`config.mk`:
```
export PLATFORM = sky130hd
export DESIGN_NAME = fetch_stage
export DESIGN_NICKNAME = d
export VERILOG_FILES = /design/src/rtl/fetch_stage.sv
export SDC_FILE = /design/constraint.sdc
export NUM_CORES = 1
export LEC_CHECK = 0
export BUFFER_PORTS_ARGS = -buffer_cell sky130_fd_sc_hd__buf_2
export CAP_MARGIN = 40
export CORE_UTILIZATION = 40
export CTS_BUF_LIST = sky130_fd_sc_hd__clkbuf_4
export DETAILED_ROUTE_END_ITERATION = 10
export SETUP_SLACK_MARGIN = 0.4
export SYNTH_ARGS = -nofsm -noshare
export SYNTH_HDL_FRONTEND = slang
export SYNTH_SLANG_ARGS = --single-unit
```
`constraint.sdc`:
```
create_clock -name clk -period 4.25 [get_ports clk]
set_input_delay 0.425 -clock clk [delete_from_list [all_inputs] [get_ports clk]]
set_output_delay 0.425 -clock clk [all_outputs]
set_load 0.05 [all_outputs]
```
`src/rtl/fetch_stage.sv`:
```
// Instruction-fetch stage: PC, 1-cycle imem request, 2-entry output/skid queue.
// Optional perf counters enabled by defining FETCH_PERF_CNT_EN.
module fetch_stage #(
    parameter int                  bitwidth       = 32,
    parameter int                  IMEM_ADDR_BITS = 11,
    parameter logic [bitwidth-1:0] RESET_PC       = '0
) (
    input  logic                      clk,
    input  logic                      reset_n,
    output logic [IMEM_ADDR_BITS-1:0] imem_addr,
    output logic                      imem_rd_en,
    input  logic [bitwidth-1:0]       imem_rdata,
    input  logic                      id_ready,
    input  logic                      redirect_valid,
    input  logic [bitwidth-1:0]       redirect_pc,
    output logic                      id_valid,
    output logic [bitwidth-1:0]       id_inst,
    output logic [bitwidth-1:0]       id_pc,
    output logic [bitwidth-1:0]       id_pc_plus4,
    output logic [31:0]               perf_fetched,
    output logic [31:0]               perf_stall
);

    localparam logic [bitwidth-1:0] FOUR  = bitwidth'(4);
    localparam logic [bitwidth-1:0] ALIGN = ~bitwidth'(3);

    logic [bitwidth-1:0] pc;
    logic [bitwidth-1:0] inflight_pc;
    logic [bitwidth-1:0] fetch_addr;
    logic [bitwidth-1:0] skid_inst;
    logic [bitwidth-1:0] skid_pc;
    logic                inflight;
    logic                skid_valid;
    logic                drain;
    logic                issue;
    logic                ret;
    logic                out_free;
    logic [1:0]          occ;
    logic [1:0]          occ_left;

    assign fetch_addr = redirect_valid ? (redirect_pc & ALIGN) : pc;
    assign drain      = id_valid & id_ready;
    assign occ        = {1'b0, id_valid} + {1'b0, skid_valid}
                      + {1'b0, inflight};
    assign occ_left   = occ - {1'b0, drain};
    // Only issue when a slot is guaranteed for the returning word
    assign issue      = redirect_valid | (occ_left <= 2'd1);
    assign imem_rd_en = issue;
    assign imem_addr  = fetch_addr[IMEM_ADDR_BITS+1:2];
    assign ret        = inflight & ~redirect_valid;
    assign out_free   = ~id_valid | id_ready;

    always_ff @(posedge clk or negedge reset_n) begin
        if (!reset_n) begin
            pc          <= RESET_PC;
            inflight    <= 1'b0;
            inflight_pc <= '0;
        end else begin
            inflight <= issue;
            if (issue) begin
                pc          <= fetch_addr + FOUR;
                inflight_pc <= fetch_addr;
            end
        end
    end

    always_ff @(posedge clk or negedge reset_n) begin
        if (!reset_n) begin
            id_valid    <= 1'b0;
            id_inst     <= '0;
            id_pc       <= '0;
            id_pc_plus4 <= FOUR;
            skid_valid  <= 1'b0;
            skid_inst   <= '0;
            skid_pc     <= '0;
        end else if (redirect_valid) begin
            id_valid   <= 1'b0;
            skid_valid <= 1'b0;
        end else if (out_free) begin
            if (skid_valid) begin
                // Skid holds the older word, so it goes out first
                id_valid    <= 1'b1;
                id_inst     <= skid_inst;
                id_pc       <= skid_pc;
                id_pc_plus4 <= skid_pc + FOUR;
                skid_valid  <= ret;
                if (ret) begin
                    skid_inst <= imem_rdata;
                    skid_pc   <= inflight_pc;
                end
            end else if (ret) begin
                id_valid    <= 1'b1;
                id_inst     <= imem_rdata;
                id_pc       <= inflight_pc;
                id_pc_plus4 <= inflight_pc + FOUR;
            end else begin
                id_valid <= 1'b0;
            end
        end else if (ret) begin
            skid_valid <= 1'b1;
            skid_inst  <= imem_rdata;
            skid_pc    <= inflight_pc;
        end
    end

`ifdef FETCH_PERF_CNT_EN
    always_ff @(posedge clk or negedge reset_n) begin
        if (!reset_n) begin
            perf_fetched <= '0;
            perf_stall   <= '0;
        end else begin
            if (drain)
                perf_fetched <= perf_fetched + 32'd1;
            if (id_valid && !id_ready)
                perf_stall <= perf_stall + 32'd1;
        end
    end
`else
    assign perf_fetched = 32'h0;
    assign perf_stall   = 32'h0;
`endif

endmodule

```
==> metrics.txt <==
status finished, final reports clean; asr flop ratio synth 1.00; Max Freq 277 MHz; Placer Congestion 0.834; Crit path depth 10; post-placement setup slack 1060 ps; worst path cell trace and2_1, ha_1, inv_1, ha_1, a21oi_1, xnor2_1, buf_4, nand2b_1, buf_4, buf_2; hold_sp redirect_pc[24]; clock latency on the worst-skew pair 680 ps; Worst Clk Skew 29.7 ps; CP Launch Type flip-flop; wire per inst 14.8 um; setup TNS 0 ps; DRC Markers 0; static leakage 0.00621 uW; Final Critical Period 3620 ps; Seq/Total Area, Yosys 0.477; pin count of the biggest net entering global routing 100; EDFF count, synth 0; class of the worst hold path input pin to flip-flop; Hold WS 70.2 ps; share of layout cells above drive strength 1 0.265; max_cap viols 0; CP max FO 41; Area Overhead vs Synth 19.0%; CTS Buf Count 59; relative slew slack 0.493; Initial Util 0.409; most common cell after layout, fill and taps aside dfrtp_1; RSZ-0062 raised after global routing no; grt total ovfl 0; commonest cells after routing, fill and taps aside dfrtp_1, buf_2, nand2_1; DIE HEIGHT 171 um; post-CTS sizing 0; Inst Count DP 1,625; Mapped Cells 1,129; io pins 241; PwrDens 644 nW/um^2; PortBufs 170; fin nets 1,428; Avg Synthesized Cell Area 10.1 sq um; Mapped Area 11,400 sq um; CTS tree yes; CTS Hold Buffers Added 48; post-synthesis register bit count 217; gr usage total 0.183; clock edge transition at the registers on the reported setup and hold paths 60 ps; first-pass GRT wire length 42,900 um; initial antenna violation count 1; Bufs and invs on worst path 4; clk sink count 217; crit path capture type output pin; DRT Pass-1 Iters 8; number of global-route vias before repair 8,272; Fin. Hold Viols 0; antenna viol nets, final 0; path depth of the worst reg2reg path 9; Slowest cell on crit path dfrtp_1; unique cell type count in the Yosys netlist 53; final setup vio count 0; Most used DFF post-synth dfrtp_1; R2R Path Start skid_valid; Worst-Margin Slew 760 ps; max-slew violation count 0; clk root buf clkbuf_4; final std cells w/o fill 1,778; slowest stage delay, CP 400 ps; Yosys Warn Count 0; vias 8,673; flop-to-flop setup slack 1440 ps; peak supply drop 0.297 mV; critical path class flip-flop to output pin; setup ws final 634 ps; final worst-path cycle share 0.851; Post-DP HPWL 18,300 um; worst path required time 3830 ps; critical path's top delay family buffers and inverters; Clock Tree Buf Depth 3; Min-Delay Endpoint inflight_pc[24]; postcts setup bufs 0; die area 29,200 sq um; vias per cell 4.88; core footprint 27,900 sq um; FP Rows 61; CP arrival 3190 ps; initial drt markers 517; Die X 171 um; htree depth 2; hold depth 3; Post-Route WL 26,400 um; reg-to-reg critical path endpoint id_pc_plus4[30]
==> power by group <==
| part | switching, uW | internal (uW) | leakage (uW) |
|---|---|---|---|
| Clock | 861 | 998 | 0.000446 |
| Sequential | 545 | 2810 | 0.00260 |
| Combinational | 2460 | 1050 | 0.00316 |
| Total | 3860 | 4860 | 0.00621 |
==> layout make-up <==
class                      instances  area, sq um
inverter                          14         52.6
sequential                       217         5440
timing repair buffer             238         1510
clock buffer                      88          661
fill                            2716        14300
clock inverter                    15         87.6
multi-input combinational        826         5330
tap                              378          473
antenna                            2         5.00
==> per-layer routing <==
metal | vias up | part of all wire | track usage
li1 | 4302 | - | -
met1 | 4089 | 0.49 | 0.265
met2 | 240 | 0.42 | 0.267
met3 | 42 | 0.067 | 0.0426
met4 | 0 | 0.016 | 0.0568
met5 | - | 0 | 0
==> Yosys cell counts, types with 12 or more instances <==
library cell | count | area share
a21oi_1 | 29 | 0.013
buf_2 | 12 | 0.0053
buf_4 | 79 | 0.052
clkbuf_1 | 41 | 0.014
dfrtp_1 | 216 | 0.47
inv_1 | 14 | 0.0046
mux2_2 | 75 | 0.074
mux2i_1 | 91 | 0.080
nand2_1 | 165 | 0.054
nand3_1 | 41 | 0.018
nand3b_1 | 19 | 0.013
nand4_1 | 13 | 0.0071
nor2_1 | 37 | 0.012
nor3_1 | 21 | 0.0092
o21ai_0 | 112 | 0.049
xnor2_1 | 42 | 0.032
xor2_1 | 27 | 0.021
==> stage by stage <==
stage | instance area [sq um] | total power, uW | utilization
final | 13500 | 8720 | 0.486
after global routing | 13500 | 9300 | 0.486
after CTS | 13500 | 8840 | 0.486
after detailed placement | 12300 | 6900 | 0.442
after global placement | 12300 | 6820 | 0.442
after floorplan | 11600 | 6040 | -
==> worst max-delay path by stage <==
stage,startpoint,to,slack (ps)
after detailed placement,redirect_valid,pc[29],1060
after global routing,id_valid,imem_rd_en,420
after floorplan,redirect_valid,pc[30],860
final,id_valid,imem_rd_en,630
after global placement,redirect_valid,pc[29],1070
after CTS,id_valid,imem_rd_en,570
==> flip-flops by register name (all words and copies together) (netlist names) <==
| signal | count |
|---|---|
| id_inst | 32 |
| id_pc | 30 |
| id_pc_plus4 | 30 |
| id_valid | 1 |
| inflight | 1 |
| inflight_pc | 30 |
| pc | 30 |
| skid_inst | 32 |
| skid_pc | 30 |
| skid_valid | 1 |
==> cell families after synthesis <==
family                   Yosys count  synth area share
AND/OR/NAND/NOR                  338             0.142
flip-flops                       217             0.477
AO/OA/AOI/OAI                    181            0.0903
multiplexers                     166             0.154
buffers and inverters            153            0.0784
XOR/XNOR                          69            0.0531
adder cells (fa/ha/maj)            4           0.00439
other                              1          0.000329
==> worst min-delay path: stages <==
cell and delay [ps]:
buf_2 150, nand2_1 60, o21ai_0 60
Note: power is estimated with default switching activity, not from simulation.
